**src/rtl/stream_pattern_gen.sv**
```systemverilog
// AXI-Stream packet generator: counter, constant, LFSR and walking-one patterns with throttle/gap pacing.
// Define PATTERN_GEN_LFSR_EN to build the 32-bit LFSR for mode 2; otherwise mode 2 acts as counter.
module stream_pattern_gen #(
   parameter int DATA_W = 32,
   parameter int LEN_W  = 16,
   parameter int THR_W  = 5
) (
   input  logic              clk,
   input  logic              aresetn,
   input  logic              enable,
   input  logic [1:0]        cfg_mode,
   input  logic [LEN_W-1:0]  cfg_pkt_len,
   input  logic [LEN_W-1:0]  cfg_gap,
   input  logic [THR_W-1:0]  cfg_throttle,
   input  logic [DATA_W-1:0] cfg_seed,
   output logic              m_valid,
   input  logic              m_ready,
   output logic [DATA_W-1:0] m_data,
   output logic              m_last,
   output logic              busy,
   output logic [31:0]       pkt_count
);

   typedef enum logic [1:0] {S_IDLE = 2'd0, S_SEND = 2'd1, S_GAP = 2'd2} state_e;

   localparam int CNT_W = (LEN_W > THR_W) ? LEN_W : THR_W;
   localparam int CW    = (DATA_W < 32) ? DATA_W : 32;

   state_e             state_q, state_d;
   logic               valid_q, valid_d;
   logic               last_q, last_d;
   logic               busy_q;
   logic [DATA_W-1:0]  data_q, data_d;
   logic [LEN_W-1:0]   beat_q, beat_d;
   logic [LEN_W-1:0]   len_q, len_d;
   logic [LEN_W-1:0]   gap_q, gap_d;
   logic [THR_W-1:0]   thr_q, thr_d;
   logic [1:0]         mode_q, mode_d;
   logic [CNT_W-1:0]   wait_q, wait_d;
   logic [31:0]        pkt_q, pkt_d;

   logic               accept_s;
   logic               last_beat_s;
   logic               wait_done_s;
   logic               relatch_s;
   logic               load_s;
   logic [LEN_W-1:0]   len_eff_s;
   logic [DATA_W-1:0]  pat_nxt_s;
   logic [DATA_W-1:0]  pat_load_s;

`ifdef PATTERN_GEN_LFSR_EN
   logic [31:0]        lfsr_q, lfsr_d;
   logic [31:0]        lfsr_nxt_s;
   logic [31:0]        seed32_s;

   function automatic logic [31:0] lfsr_step(input logic [31:0] v);
      return {v[30:0], v[31] ^ v[21] ^ v[1] ^ v[0]};
   endfunction

   assign lfsr_nxt_s = lfsr_step(lfsr_q);
   // An all-zero seed would lock the LFSR, so it is replaced by 1.
   assign seed32_s   = (cfg_seed[CW-1:0] == {CW{1'b0}}) ? 32'd1 : 32'(cfg_seed[CW-1:0]);
`endif

   assign accept_s    = valid_q & m_ready;
   assign last_beat_s = accept_s & last_q;
   assign wait_done_s = (wait_q <= CNT_W'(1));
   assign len_eff_s   = (cfg_pkt_len == {LEN_W{1'b0}}) ? LEN_W'(1) : cfg_pkt_len;
   assign relatch_s   = (state_d == S_SEND) && ((state_q != S_SEND) || last_beat_s);
   assign load_s      = (state_q == S_IDLE) && (state_d == S_SEND);

   // Pattern value after an accepted beat, and the value loaded when leaving IDLE.
   always_comb begin
      pat_nxt_s  = data_q;
      pat_load_s = cfg_seed;
      case (mode_q)
         2'd0:    pat_nxt_s = data_q + DATA_W'(1);
         2'd1:    pat_nxt_s = data_q;
`ifdef PATTERN_GEN_LFSR_EN
         2'd2:    pat_nxt_s = DATA_W'(lfsr_nxt_s[CW-1:0]);
`else
         2'd2:    pat_nxt_s = data_q + DATA_W'(1);
`endif
         2'd3:    pat_nxt_s = {data_q[DATA_W-2:0], data_q[DATA_W-1]};
         default: pat_nxt_s = data_q;
      endcase
      case (cfg_mode)
         2'd3:    pat_load_s = DATA_W'(1);
`ifdef PATTERN_GEN_LFSR_EN
         2'd2:    pat_load_s = DATA_W'(seed32_s[CW-1:0]);
`endif
         default: pat_load_s = cfg_seed;
      endcase
   end

   // Next-state logic.
   always_comb begin
      state_d = state_q;
      case (state_q)
         S_IDLE: begin
            if (enable) state_d = S_SEND;
            else        state_d = S_IDLE;
         end
         S_SEND: begin
            if (last_beat_s) begin
               if (!enable)                      state_d = S_IDLE;
               else if (gap_q == {LEN_W{1'b0}})  state_d = S_SEND;
               else                              state_d = S_GAP;
            end else begin
               state_d = S_SEND;
            end
         end
         S_GAP: begin
            if (wait_done_s) state_d = enable ? S_SEND : S_IDLE;
            else             state_d = S_GAP;
         end
         default: state_d = S_IDLE;
      endcase
   end

   // Next values of the stream outputs, counters and latched configuration.
   always_comb begin
      valid_d = valid_q;
      last_d  = last_q;
      data_d  = data_q;
      beat_d  = beat_q;
      len_d   = len_q;
      gap_d   = gap_q;
      thr_d   = thr_q;
      mode_d  = mode_q;
      wait_d  = wait_q;
      pkt_d   = pkt_q;
`ifdef PATTERN_GEN_LFSR_EN
      lfsr_d  = lfsr_q;
`endif
      if (accept_s) begin
         data_d = pat_nxt_s;
`ifdef PATTERN_GEN_LFSR_EN
         if (mode_q == 2'd2) lfsr_d = lfsr_nxt_s;
         else                lfsr_d = lfsr_q;
`endif
         if (last_q) begin
            pkt_d   = pkt_q + 32'd1;
            beat_d  = {LEN_W{1'b0}};
            valid_d = 1'b0;
            last_d  = 1'b0;
            wait_d  = CNT_W'(gap_q);
         end else begin
            beat_d = beat_q + LEN_W'(1);
            if (thr_q == {THR_W{1'b0}}) begin
               valid_d = 1'b1;
               last_d  = ((beat_q + LEN_W'(1)) == (len_q - LEN_W'(1)));
            end else begin
               valid_d = 1'b0;
               last_d  = 1'b0;
               wait_d  = CNT_W'(thr_q);
            end
         end
      end else if ((state_q == S_SEND) && !valid_q) begin
         if (wait_done_s) begin
            valid_d = 1'b1;
            last_d  = (beat_q == (len_q - LEN_W'(1)));
            wait_d  = {CNT_W{1'b0}};
         end else begin
            wait_d = wait_q - CNT_W'(1);
         end
      end else if (state_q == S_GAP) begin
         if (wait_done_s) wait_d = {CNT_W{1'b0}};
         else             wait_d = wait_q - CNT_W'(1);
      end else begin
         wait_d = wait_q;
      end
      if (relatch_s) begin
         len_d   = len_eff_s;
         gap_d   = cfg_gap;
         thr_d   = cfg_throttle;
         mode_d  = cfg_mode;
         beat_d  = {LEN_W{1'b0}};
         valid_d = 1'b1;
         last_d  = (len_eff_s == LEN_W'(1));
         wait_d  = {CNT_W{1'b0}};
      end else begin
         len_d = len_d;
      end
      if (load_s) begin
         data_d = pat_load_s;
`ifdef PATTERN_GEN_LFSR_EN
         lfsr_d = seed32_s;
`endif
      end else begin
         data_d = data_d;
      end
   end

   // State and datapath registers.
   always_ff @(posedge clk or negedge aresetn) begin
      if (!aresetn) begin
         state_q <= S_IDLE;
         valid_q <= 1'b0;
         last_q  <= 1'b0;
         busy_q  <= 1'b0;
         data_q  <= {DATA_W{1'b0}};
         beat_q  <= {LEN_W{1'b0}};
         len_q   <= {LEN_W{1'b0}};
         gap_q   <= {LEN_W{1'b0}};
         thr_q   <= {THR_W{1'b0}};
         mode_q  <= 2'd0;
         wait_q  <= {CNT_W{1'b0}};
         pkt_q   <= 32'd0;
`ifdef PATTERN_GEN_LFSR_EN
         lfsr_q  <= 32'd0;
`endif
      end else begin
         state_q <= state_d;
         valid_q <= valid_d;
         last_q  <= last_d;
         busy_q  <= (state_d != S_IDLE);
         data_q  <= data_d;
         beat_q  <= beat_d;
         len_q   <= len_d;
         gap_q   <= gap_d;
         thr_q   <= thr_d;
         mode_q  <= mode_d;
         wait_q  <= wait_d;
         pkt_q   <= pkt_d;
`ifdef PATTERN_GEN_LFSR_EN
         lfsr_q  <= lfsr_d;
`endif
      end
   end

   assign m_valid   = valid_q;
   assign m_last    = last_q;
   assign m_data    = data_q;
   assign busy      = busy_q;
   assign pkt_count = pkt_q;

endmodule

```
**config.mk**
```make
export PLATFORM = sky130hd
export DESIGN_NAME = stream_pattern_gen
export DESIGN_NICKNAME = d
export VERILOG_FILES = /design/src/rtl/stream_pattern_gen.sv
export SDC_FILE = /design/constraint.sdc
export NUM_CORES = 1
export LEC_CHECK = 0
export ABC_CLOCK_PERIOD_IN_PS = 4000
export CORE_MARGIN = 2
export CORE_UTILIZATION = 45
export DETAILED_ROUTE_END_ITERATION = 16
export MAX_ROUTING_LAYER = met4
export PLACE_DENSITY = 0.69
export SLEW_MARGIN = 30
export SYNTH_ARGS = -nofsm -noshare
export SYNTH_HDL_FRONTEND = slang
export SYNTH_SLANG_ARGS = --single-unit
```
**constraint.sdc**
```tcl
create_clock -name clk -period 4 [get_ports clk]
set_input_delay 0.4 -clock clk [delete_from_list [all_inputs] [get_ports clk]]
set_output_delay 0.4 -clock clk [all_outputs]
set_load 0.01 [all_outputs]
```
==> summary.txt <==
Routing
  • DRT Pass-1 Iters: 5
  • Final wirelength: ~23,000 um
  • Routed len/inst: 16.49 um
  • Routed length on met2: 10,660 um
  • Vias: 7,898
  • Antenna viol nets, final: 0
  • Max layer used: met4
  • DRC: 0
  • Via density: between 5 and 6
  • Detailed route wirelength on metal3: about 1100 um
  • Initial DRC count: between 500 and 600
  • Wire length on met1: about 10,000 um

Placement
  • Pre-CTS WS: a little over 1000 ps
  • Placer Congestion: around 0.9
  • Port Buf Inserts: roughly 140
  • DP HPWL: 15,800 um

Die
  • Die area: 19,980 sq um
  • Core area: between 15,000 and 20,000 sq um
  • Initial Utilization: 0.4569
  • Die Y: roughly 140 um
  • Std-Cell Rows: 50
  • I/O pin cnt: ~140
  • Die Wd: around 140 um

Global routing
  • Number of global-route vias before repair: 7,501
  • Largest net degree at the start of global routing: 98
  • Antenna violations before repair: 0
  • Tot GR Track Use: 0.2435
  • First-pass GRT wire length: ~38,000 um
  • Total gr overflow: 0

Status
  • Status: completed

Setup path
  • Critical Path Max Stage Delay: roughly 600 ps
  • Crit-path slowest cell: or4_1
  • Setup crit start kind: flip-flop
  • Crit path DAT: ~3400 ps
  • Critical path's top delay family: simple AND/OR/NAND/NOR gates
  • Required time worst endpoint: about 4300 ps
  • Worst Path Buf+Inv: 1
  • Most common cell on crit path: or4_1
  • CP endpoint kind: flip-flop
  • Worst path cell trace: or4_1 > or4_1 > nor4_1 > o21a_2 > buf_4 > nand2_1 > o21ai_0
  • WS Path Type: reg2reg
  • CP max FO: 20

Final layout
  • Most common cell after layout, fill and taps aside: nand2_1
  • ANT cells: 0
  • Area added between synthesis and finish: 25.32%
  • Multi-input gate area: 4648 sq um
  • Fillcell total: ~1,700
  • Net count, final: around 1,200
  • Most frequent cells in the layout: nand2_1, dfrtp_1, clkdlybuf4s50_1
  • Register area: around 3500 sq um
  • Share of cells above drive strength 1: 0.05434

Yosys
  • Seq cells post-synth: 140
  • Sequential-to-total area share from yosys stat: 0.4127
  • Post-Syn Instances: 1,019
  • Fraction of registers with async set/reset: 1.000
  • Synthesized area: between 8000 and 9000 sq um
  • Post-synth EDFFs: 0
  • Synthesized Nets: between 1,000 and 1,500
  • Predominant post-synthesis flop cell: dfrtp_1
  • Synth cell types: 68
  • Mean Syn Cell Area: ~8.3 sq um
  • Synth Warn #: 0

Pwr
  • P_leak: around 4.4 nW
  • Switching part of the total power: 0.4001
  • Net Switching: 0.002749 W
  • Combinational power share: 0.393
  • Clk pwr share: 0.235
  • Int Power: approximately 0.004 W
  • Pwr Density: approximately 650 nW/um^2
  • VDD IR max: about 0.33 mV
  • Register share of total power: 0.372

Clock network
  • CTS buffer count: 17
  • H-tree depth: 4
  • Setup Buffers After CTS: 0
  • Resize count post-CTS: 0
  • Clock sinks: between 100 and 150
  • CTS tree: built
  • Clk buf depth: 2
  • Clock root cell: clkbuf_16
  • Hold buffers post-CTS: 0
  • Worst skew pair latency: roughly 430 ps
  • Clk pin slew, worst setup/hold paths: about 60 ps

Timing
  • Worst-Margin Slew: 943.2 ps
  • Final Hold Viols: 0
  • Worst-case hold slack: 40.76 ps
  • Max Clock Skew: 12.12 ps
  • Final Critical Period: 3022 ps
  • RSZ-0062 raised after global routing: false
  • Fmax: around 0.33 GHz
  • Final worst path period share: 0.7554
  • Final setup violation count: 0
  • Total negative slack: 0 ps
  • Final worst slack: approximately 980 ps
  • Slew Limit Headroom: 0.3697
  • Final slew viol count: 0

Run
  • Maximum Capacitance Violations: 0

Worst hold path
  • Worst hold path type: in2async
power by group through the flow:
stage                     sequential [W]  clock [W]  combinational [W]
final                            0.00256    0.00161            0.00270
after global routing             0.00265    0.00171            0.00302
after CTS                        0.00255    0.00165            0.00271
after detailed placement         0.00256          0            0.00269
after global placement           0.00256          0            0.00265
after floorplan                  0.00233          0            0.00197
worst register-to-register path: stages, from the launching register on:
cell     delay (ps)
dfrtp_1         430
or4_1           600
or4_1           580
nor4_1          370
o21a_2          500
buf_4           320
nand2_1          80
o21ai_0          70
final timing paths:
check,from,end,slack (ps),cells after the start
max,wait_q[10],mode_q[1],980,7
min,aresetn,pkt_count[30],40,1
max reg2reg,wait_q[10],mode_q[1],980,7
min reg2reg,pkt_count[31],pkt_count[31],460,1
max in group asynchronous,aresetn,m_data[27],3130,2
min in group clk,pkt_count[31],pkt_count[31],460,1
kinds of logic after synthesis:
kind of cell	share of synthesized area
AOI/OAI and AO/OA	0.1789
xor gates and xnor gates	0.08018
adders and majority gates	0.008843
DFF	0.4127
and+or+nand+nor	0.2613
buffers and inverters	0.04127
muxes	0.01680
sequential cells by signal, summed over array words and instances, names as in the netlist, 2 cells and up:
| signal | count |
|---|---|
| mode_q | 2 |
| wait_q | 16 |
| gap_q | 16 |
| pkt_count | 32 |
| beat_q | 16 |
| state_q | 2 |
| len_q | 16 |
| thr_q | 5 |
| m_data | 32 |
through the flow:
step / instance area (sq um) / cells / util / total power (W)
after detailed placement: 10040 / 1343 / 0.5403 / 0.005250
after floorplan: 8489 / 1019 / - / 0.004301
final: 10640 / 1375 / 0.5726 / 0.006872
after CTS: 10640 / 1375 / 0.5725 / 0.006901
after global routing: 10640 / 1375 / 0.5726 / 0.007376
after global placement: 10040 / 1343 / 0.5403 / 0.005206
cells in the mapped netlist (4+ instances only):
cell type | number | area, sq um
a211oi_1 | 8 | 60.06
a21oi_1 | 73 | 365.4
a221o_1 | 16 | 160.2
a22oi_1 | 18 | 135.1
a32oi_1 | 8 | 70.07
and2_1 | 7 | 43.79
and3_1 | 14 | 87.58
and4_1 | 7 | 61.31
buf_1 | 4 | 15.01
buf_2 | 9 | 45.04
buf_6 | 4 | 45.04
clkbuf_1 | 47 | 176.4
dfrtp_1 | 140 | 3503
ha_1 | 6 | 75.07
inv_1 | 15 | 56.30
mux2i_1 | 12 | 120.1
nand2_1 | 190 | 713.2
nand2b_1 | 9 | 56.30
nand3_1 | 45 | 225.2
nand4_1 | 23 | 143.9
nor2_1 | 91 | 341.6
nor3_1 | 30 | 150.1
nor3b_1 | 6 | 45.04
nor4_1 | 18 | 112.6
o211ai_1 | 8 | 60.06
o21ai_0 | 60 | 300.3
o31ai_1 | 9 | 67.56
or3_1 | 11 | 68.82
xnor2_1 | 48 | 420.4
xor2_1 | 22 | 192.7
area by class of cell:
cell class                      count  area share
Clock buffer                       23     0.04587
Clock inverter                      9     0.01035
Inverter                           15    0.005292
Multi-Input combinational cell    798      0.4369
Sequential cell                   140      0.3293
Tap cell                          234     0.02752
Timing Repair Buffer              156      0.1448
layer usage:
layer | global-route usage | up-vias
li1 | - | 3868
met1 | 0.3296 | 3768
met2 | 0.3766 | 225
met3 | 0.04252 | 37
met4 | 0.07474 | 0
met5 | - | -
No activity file was read; power rests on OpenSTA's default activity.
==> variant (same settings) <==
Take the reset off `pkt_q` and load it in a clocked block of its own.
--- a/src/rtl/stream_pattern_gen.sv
+++ b/src/rtl/stream_pattern_gen.sv
@@ -206,7 +206,6 @@
          thr_q   <= {THR_W{1'b0}};
          mode_q  <= 2'd0;
          wait_q  <= {CNT_W{1'b0}};
-         pkt_q   <= 32'd0;
 `ifdef PATTERN_GEN_LFSR_EN
          lfsr_q  <= 32'd0;
 `endif
@@ -222,11 +221,14 @@
          thr_q   <= thr_d;
          mode_q  <= mode_d;
          wait_q  <= wait_d;
-         pkt_q   <= pkt_d;
 `ifdef PATTERN_GEN_LFSR_EN
          lfsr_q  <= lfsr_d;
 `endif
       end
+   end
+
+   always_ff @(posedge clk) begin
+      pkt_q <= pkt_d;
    end
 
    assign m_valid   = valid_q;
Function: differs if aresetn is asserted again (counterexample within 4 cycles, from zero or initial values and one cycle with aresetn low); with aresetn held inactive, the same outputs for 4 cycles.
==> variant against the unedited design <==
- cell area is 0.41% higher
- combinational power increased by 20%
- worst setup slack gained 0.052 ns
- critical endpoint is now wait_q[5]
- first-iteration DRC count grew 10%
- hold slack better by 0.015 ns
- via count fell by 1.0%
- routed wire length shrank 2.6%
- sequential power up 8.2%
- die area fell by 0.21%
- clock skew decreased by 0.0028 ns
- synthesized area is 0.22% lower
- total power up 12%
- sequential cell count stayed put
- maximum frequency increased by 1.7%
==> variant: results (changes against the unedited design) <==
stage;metric;value;unit;change
logic_synthesis;cell taking the most area after synthesis;dfrtp_1;;
logic_synthesis;post-synthesis mux area share;1.581;%;-0.10 points
logic_synthesis;post-synthesis compound-gate area fraction;18.48;%;+0.59 points
clock_network;clock latency at the later pin of the worst-skew pair;0.41;ns;-0.02 ns
timing;setup violators final;0;;unchanged
logic_synthesis;Synth Warn #;0;;unchanged
routing;final WL;22090;um;-2.6%
timing;worst slew pin tran;0.8968;ns;-0.04636 ns
final_layout;Layout Nets;1190;;-1.6%
grt;global-route wire length before repair;36450;um;-4.7%
timing;Fin. Hold Viols;0;;unchanged
logic_synthesis;Post-Synth Adder-Cell Area;0.8863;%;+0.0020 points
final_layout;share of cells above drive strength 1;4.991;%;-0.44 points
logic_synthesis;Synth Area in XOR/XNOR;7.518;%;-0.50 points
critical_path;Crit path arrival time;3.31;ns;-0.05 ns
clock_network;post-cts sizing count;0;;unchanged
critical_path;FF-to-FF path depth;12;;+5
grt;met3 usage;3.702;%;-0.55 points
place;DP Wirelength;15690;um;-0.74%
clock_network;H-tree levels;4;;unchanged
pwr;maximum vdd drop;0.4019;mV;+23%
routing;DRT Pass-1 Iters;7;;+2
place;Routability Congestion;0.9164;;+2.7%
routing;initial drt markers;612;;+10%
clock_network;CTS Root Cell;clkbuf_16;;
grt;largest net degree at the start of global routing;57;;-42%
final_layout;# diodes;0;;unchanged
routing;DR vias;7817;;-1.0%
pwr;static leakage;4.136;nW;-5.7%
clock_network;Setup Fix Bufs, Post-CTS;0;;unchanged
grt;met1 usage;32.72;%;-0.24 points
logic_synthesis;synth top area cells;dfrtp_1 (32%), edfxtp_1 (11%), nand2_1 (8.0%);;
outcome;outcome;completed;;
logic_synthesis;sequential-to-total area share from yosys stat;43.25;%;+2.0 points
clock_network;CTS Buf Count;17;;unchanged
critical_path;capture point of the worst reg-to-reg path;wait_q[5];;
critical_path;worst-path maximum fanout;22;;+10%
logic_synthesis;syn nets;1079;;-1.9%
logic_synthesis;Post-synth EDFFs;32;;+32
pwr;Switching Share;40.88;%;+0.87 points
final_layout;fill count;1693;;-0.29%
grt;initial antenna violation count;0;;unchanged
grt;GRT Overall Usage;23.28;%;-1.1 points
critical_path;R2R Setup Slk;1.03;ns;+0.05 ns
logic_synthesis;post-synth cell types;65;;-4.4%
grt;M2 GR Usage;34.80;%;-2.9 points
grt;vias in the first global route;7190;;-4.1%
critical_path;worst r2r src;wait_q[0];;
logic_synthesis;Post-synth top cells;nand2_1 (180), dfrtp_1 (108), nor2_1 (80), a21oi_1 (74), clkbuf_1 (54);;
timing;clk_skew;0.009272;ns;-0.002850 ns
logic_synthesis;largest family of logic cells by synthesized area;simple AND/OR/NAND/NOR gates;;
logic_synthesis;Post-synth ARST share;77.14;%;-23 points
variant: cell count changes in the layout (fill, tap and decap cells not counted), sizes merged, moves of 5 or more:
cell    unedited run  this run
a221o             16         7
a22oi             18        24
and3              14         9
dfrtp            140       108
edfxtp             0        32
nand2            190       180
nand2b             9         2
nand3             45        40
nor2              92        80
nor3              30        38
o21ai             60        78
o22ai              1         7
or3               11         6
variant: worst max-delay path, cell delays in order, from the launching register on:
cell,delay [ns]
dfrtp_1,0.44
inv_1,0.07
ha_1,0.28
nor2_1,0.12
nor3_1,0.05
nand4_1,0.09
buf_4,0.17
o22ai_1,0.08
and2_2,0.32
a2111oi_2,0.70
buf_4,0.38
o21ai_1,0.11
o21ai_1,0.08
variant: cell type report:
class                           count  area (sq um)  area share, %
Multi-Input combinational cell    777          4513          42.25
Timing Repair Buffer              155          1514          14.17
Tap cell                          234         292.8          2.741
Clock inverter                     12         195.2          1.827
Sequential cell                   140          3664          34.29
Inverter                           18         67.56         0.6325
Clock buffer                       20         436.7          4.088
variant: logic make-up after synthesis:
family	after synthesis
compound gates	251
simple gates	439
xor+xnor	68
fa+ha+maj	6
buf+inv	81
flops	140
mux	13
variant: metal layers:
metal  vias to the layer above  routed length, um
met5                         -                  0
met4                         0                352
met3                        26               1013
li1                       3856                  -
met1                      3719              10790
met2                       216               9939
variant: power by group through the flow:
| stage | sequential (W) | clock [W] | combinational, W |
|---|---|---|---|
| 3_5_place_dp | 0.00278 | 0 | 0.00322 |
| 6_report | 0.00277 | 0.00171 | 0.00323 |
| 3_3_place_gp | 0.00277 | 0 | 0.00316 |
| 2_1_floorplan | 0.00252 | 0 | 0.00237 |
| 5_1_grt | 0.00287 | 0.00179 | 0.00363 |
| 4_1_cts | 0.00276 | 0.00174 | 0.00323 |
variant: worst max-delay path by stage:
stage / slack [ns] / end / start
final: 1.03 / wait_q[5] / wait_q[0]
after global routing: 0.69 / wait_q[15] / wait_q[0]
after CTS: 1.03 / wait_q[2] / wait_q[10]
after detailed placement: 0.92 / wait_q[12] / m_ready
after global placement: 0.95 / wait_q[10] / m_ready
after floorplan: 1.34 / m_last / len_q[0]
variant: through the flow:
stage / setup slack [ns] / cell area (sq um) / cells / total power (W) / hold slack (ns)
2_1_floorplan: 1.341 / 8471 / 998 / 0.004885 / 0.1044
3_3_place_gp: 0.9546 / 10040 / 1324 / 0.005930 / 0.4724
3_5_place_dp: 0.9186 / 10050 / 1324 / 0.005999 / 0.4881
4_1_cts: 1.027 / 10680 / 1356 / 0.007728 / 0.06850
5_1_grt: 0.6927 / 10680 / 1356 / 0.008293 / 0.1020
6_report: 1.030 / 10680 / 1356 / 0.007704 / 0.05556
